$ cat src/rtl/cycle_counter.sv
// Run-length counter: one start launches limit+1 enabled counts (up or down),
// then a single-cycle done pulse. Outputs decode registered state only.
module cycle_counter #(
  parameter int WIDTH = 6
) (
  input  logic             clk,
  input  logic             clr,
  input  logic             start,
  input  logic             en,
  input  logic [WIDTH-1:0] limit,
  input  logic             down,
  output logic [WIDTH-1:0] out,
  output logic             busy,
  output logic             tc,
  output logic             done
);

  typedef enum logic [1:0] {IDLE, RUN, DONE} state_t;

  state_t           state_reg, state_next;
  logic [WIDTH-1:0] out_reg, out_next;
  logic [WIDTH-1:0] limit_reg, limit_next;
  logic             down_reg, down_next;
  logic [WIDTH-1:0] term;

  always_ff @(posedge clk) begin
    if (clr) begin
      state_reg <= IDLE;
      out_reg   <= '0;
      limit_reg <= '0;
      down_reg  <= 1'b0;
    end else begin
      state_reg <= state_next;
      out_reg   <= out_next;
      limit_reg <= limit_next;
      down_reg  <= down_next;
    end
  end

  // The terminal value is the last count of the run; reaching it with en
  // high ends the run, so the counter can never step past it or wrap.
  assign term = down_reg ? '0 : limit_reg;

  always_comb begin
    state_next = state_reg;
    out_next   = out_reg;
    limit_next = limit_reg;
    down_next  = down_reg;
    case (state_reg)
      IDLE, DONE: begin
        if (start) begin
          state_next = RUN;
          limit_next = limit;
          down_next  = down;
          out_next   = down ? limit : '0;
        end else begin
          state_next = IDLE;
        end
      end
      RUN: begin
        if (en) begin
          if (out_reg == term) begin
            state_next = DONE;
          end else if (down_reg) begin
            out_next = out_reg - WIDTH'(1);
          end else begin
            out_next = out_reg + WIDTH'(1);
          end
        end
      end
      default: state_next = IDLE;
    endcase
  end

  assign out  = out_reg;
  assign busy = (state_reg == RUN);
  assign tc   = (state_reg == RUN) && (out_reg == term);
  assign done = (state_reg == DONE);

endmodule

$ cat config.mk
export PLATFORM = sky130hd
export DESIGN_NAME = cycle_counter
export DESIGN_NICKNAME = d
export VERILOG_FILES = /design/src/rtl/cycle_counter.sv
export SDC_FILE = /design/constraint.sdc
export NUM_CORES = 1
export LEC_CHECK = 0
export ABC_AREA = 1
export ABC_CLOCK_PERIOD_IN_PS = 4500
export BUFFER_PORTS_ARGS = -buffer_cell sky130_fd_sc_hd__buf_2
export CORE_MARGIN = 2
export CORE_UTILIZATION = 58
export CTS_CLUSTER_DIAMETER = 80
export DETAILED_ROUTE_END_ITERATION = 8
export GPL_ROUTABILITY_DRIVEN = 0
export HOLD_SLACK_MARGIN = 0.12
export PLACE_DENSITY = 0.83
export SYNTH_ARGS = -nofsm -noshare
export SYNTH_HDL_FRONTEND = slang
export SYNTH_SLANG_ARGS = --single-unit
$ cat constraint.sdc
create_clock -name clk -period 4.5 [get_ports clk]
set_input_delay 1.125 -clock clk [delete_from_list [all_inputs] [get_ports clk]]
set_output_delay 1.125 -clock clk [all_outputs]
set_load 0.02 [all_outputs]
* Yosys cells after proc, flatten, opt, wreduce, memory -nomap -nowiden *
Index checks and enable logic that the tools add are counted.

cells by class
  reduce and logical (&&, ||, !) cells = 7
  multiplexer cells = 11
  add/sub/neg operators = 2
  equality and inequality tests = 7

operator list
  operator               count
  $mux W6                6
  $pmux W6 S2            1
  $add A6 B1 Y6 const B  1
  $eq A6 B6 Y1           1
  $ne A2 B2 Y1 const B   3
  $sub A6 B1 Y6 const B  1
  $mux W2                2
  $pmux W2 S2            1
  $reduce_and A2 Y1      2
  $reduce_and A4 Y1      1
  $eq A2 B1 Y1 const B   1
  $eq A2 B2 Y1 const B   1
  $logic_not A2 Y1       1
  $ne A2 B1 Y1 const B   1
  $reduce_bool A2 Y1     1
  $reduce_or A2 Y1       1
  $logic_and A1 B1 Y1    1
  $mux W1                1

storage, ports and cells
  register bits after elaboration = 15
  input bits = 11
  output and inout port bits = 9

* Logic depth before layout (Yosys ltp) *
  depth in word-level cells = 5
  gate-level depth with buffers = 12
  depth with buffers taken out = 12

* Worst setup path before layout *
Ideal clock, no wire load.

  path type = register to output
  from = register out_reg[0] (netlist: out[0])
  to = output port tc
  cell stages (with the launch flop) = 10
  arrival time = 1.309 ns
  slack = 2.066 ns
  required time = 3.375 ns
  cells stage by stage = dfxtp_1 > inv_1 > nand3_1 > nand2_1 > clkinv_1 > nand2_1 > nor2_2 > nand3_2 > buf_6 > inv_1

on the way
  longest elaborated chain between the ends = 2

ends and longest elaborated chain
  what                      RTL line  text
  start: declaration        21        logic [WIDTH-1:0] out_reg, out_next;
  start signal: assignment  34        out_reg <= out_next;
  $eq A6 B6 Y1              77        assign tc = (state_reg == RUN) && (out_reg == term);
  $logic_and A1 B1 Y1       77
  end: declaration          14        output logic tc,

Every way passes these cells.

* Worst setup path after layout *
  from = register down_reg
  to = output port tc

on the way
  longest elaborated chain between the ends = 3

ends and longest elaborated chain
  what                      RTL line  text
  start: declaration        23        logic down_reg, down_next;
  start signal: assignment  36        down_reg <= down_next;
  $mux W6                   42        assign term = down_reg ? '0 : limit_reg;
  $eq A6 B6 Y1              77
  $logic_and A1 B1 Y1       77

Every way passes these cells.

==> metrics.cfg <==
[final_layout]
fin_nets=202
num-fill-cells=165
layout.area.seq_sq_um=300
syn2layout_area_growth_pct=10.7
layout-drive-gt1-share_pct=16.2
antenna_cells=0
multi_input_area_sq_um=632
instances_no_fill=210
fin_util_pct=68.3

[clock_network]
cts_tree=built
clk_pin_slew_worst_paths_ns=0.09
cts-buffers-inserted=3
post_cts.repair.setup_buffers=0
cts-root-buf=clkbuf_4
clock_path_buffers=2
clock_latency_ns=0.29
ctsResizeCount=0
ctsHoldBuffers=0
cts.sinks=15
cts_max_level=1

[logic_synthesis]
synth_seq_cells=15
synthAdderAreaFrac_pct=6.58
synth_compound_area_share_pct=11.2
synthMuxAreaShare_pct=0
netlist_area_sq_mm=0.00106
ys_seq_area_share_pct=28.2
synthCells=167
yosysWarnings=0
syn_nets=183
syn_avg_cell_area_sq_um=6.38
synth_top_family_by_area=simple AND/OR/NAND/NOR gates
yosys.area_share.simple_pct=39.1
synthXorXnorAreaFrac_pct=2.47
ys_types=26

[power_and_ir_drop]
peakVddDrop_mv=0.215
pwr-share-clk_pct=18.4
p_leak_nw=0.629
p_sw_mw=0.178
power_mw=0.427
intPower_mw=0.249
powerDensity_mw_per_mm2=362
swShare_pct=41.6
seq_power_share_pct=40.0
p_comb_share_pct=41.6

[timing]
hold_violations=0
max_slew_margin_pct=71.5
tightest_slew_ns=0.426
setup_viol=0
maxSlewViolCount=0
finalClockSkew_ns=0.00134
finalSetupTns_ns=0
max_freq_mhz=339
fin_crit_ns=2.95
rsz0062_at_grt=false
worst_slack_ns=1.55
finalCritPeriodShare_pct=65.5

[critical_path]
cp.arrival_ns=1.82
crit_fanout=11
crit_type=reg2out
startpoint_type=flop
crit_path_end_kind=output port
worstPathRequired_ns=3.38

[drt]
viasPerCell=5.16
wl_um=2360
drt-wirelength-per-cell_um=11.2
vias=1084
first_pass_iters=4
initialDrtViolationCount=32
final_antenna_net_count=0
drc=0

[die]
start_util_pct=61.7
ios=20
dieArea_sq_mm=0.00219
coreArea_sq_mm=0.00173
placementRows=15
die_x_um=46.8
die_y_um=46.8

[min_path]
hold_class=reg2reg

[placed_design]
hpwl_um=1820
post-place-ws_ns=1.91
dp.cells=206
numPortBuffers=19

[job]
drv_cap=0

[global_route]
antenna_found_initial=0
grt_max_degree=14
grt_pass1_wl_um=3990
grt_pass1_vias=923
grt_usage_pct=25.3
grt_overflow=0

[status]
status=finished, final reports clean

==> final cells by class <==
class,count,share of cell area (%)
multi-input cells,122,53.6
flip-flops and latches,15,25.5
repair buffers,19,8.07
inverters,25,7.96
well taps,25,2.65
clock buffers,4,2.23
==> cells in the final DEF, fill, tap and decap left out, types with 3 or more instances in the layout <==
cell type,count
ha_1,4
nor2_1,19
buf_2,19
nand3_1,19
nand2_1,44
nand3b_1,3
inv_1,22
clkbuf_4,3
dfxtp_1,15
a21oi_1,9
o21ai_0,9
==> cells in the mapped netlist <==
library cell	number	area share (%)
a21oi_1	9	4.2
a31oi_1	2	1.2
buf_2	1	0.47
buf_4	1	0.71
buf_6	2	2.1
clkbuf_1	1	0.35
clkinv_1	2	0.71
dfxtp_1	15	28
fa_1	1	1.9
ha_1	4	4.7
inv_1	22	7.8
inv_2	1	0.35
nand2_1	44	16
nand2_2	1	0.59
nand3_1	19	8.9
nand3_2	2	1.9
nand3b_1	3	2.1
nand4_1	1	0.59
nor2_1	19	6.7
nor2_2	2	1.2
nor2_4	1	1.1
nor4_1	1	0.59
o21ai_0	9	4.2
o21ai_4	1	1.5
xnor2_1	1	0.82
xor2_1	2	1.6
==> per-layer routing <==
layer	up-vias	wire (um)	GRT usage [%]
li1	564	-	-
met1	491	1110	34.0
met2	24	1130	42.7
met3	5	85	2.31
met4	0	34	8.33
met5	-	0	0
==> kinds of logic after synthesis <==
group / Yosys count
simple gates: 93
xor+xnor: 3
fa+ha+maj: 5
flops: 15
buf+inv: 30
compound gates: 21
==> power by group through the flow <==
stage | Clock (mW) | Sequential, mW | Combinational, mW
3_5_place_dp | 0 | 0.173 | 0.176
3_3_place_gp | 0 | 0.173 | 0.171
6_report | 0.0785 | 0.171 | 0.178
4_1_cts | 0.0792 | 0.170 | 0.177
5_1_grt | 0.0820 | 0.173 | 0.201
2_1_floorplan | 0 | 0.179 | 0.130
==> worst max-delay path, stage by stage (launching register included) <==
cell and delay, ns:
dfxtp_1 0.51, inv_2 0.17, nand2_1 0.09, nand2_1 0.05, nand2_1 0.05, nand2_1 0.07, nor2_2 0.12, nand3_2 0.22
inv_1 0.09, buf_2 0.16
==> worst paths after layout <==
| check | from | to | slack [ns] | cells past startpoint |
|---|---|---|---|---|
| setup / recovery | down_reg | tc | 1.55 | 9 |
| hold / removal | limit_reg[3] | limit_reg[3] | 0.50 | 2 |
| setup reg to reg | down_reg | out[4] | 2.66 | 9 |
| hold reg to reg | limit_reg[3] | limit_reg[3] | 0.50 | 2 |
==> metrics by stage <==
stage	area [sq um]	hold slack, ns
finish	1180	0.499
global route	1180	0.516
CTS	1180	0.493
detailed placement	1150	0.480
global placement	1150	0.474
floorplan	1060	0.449
No activity file was read; power rests on OpenSTA's default activity.
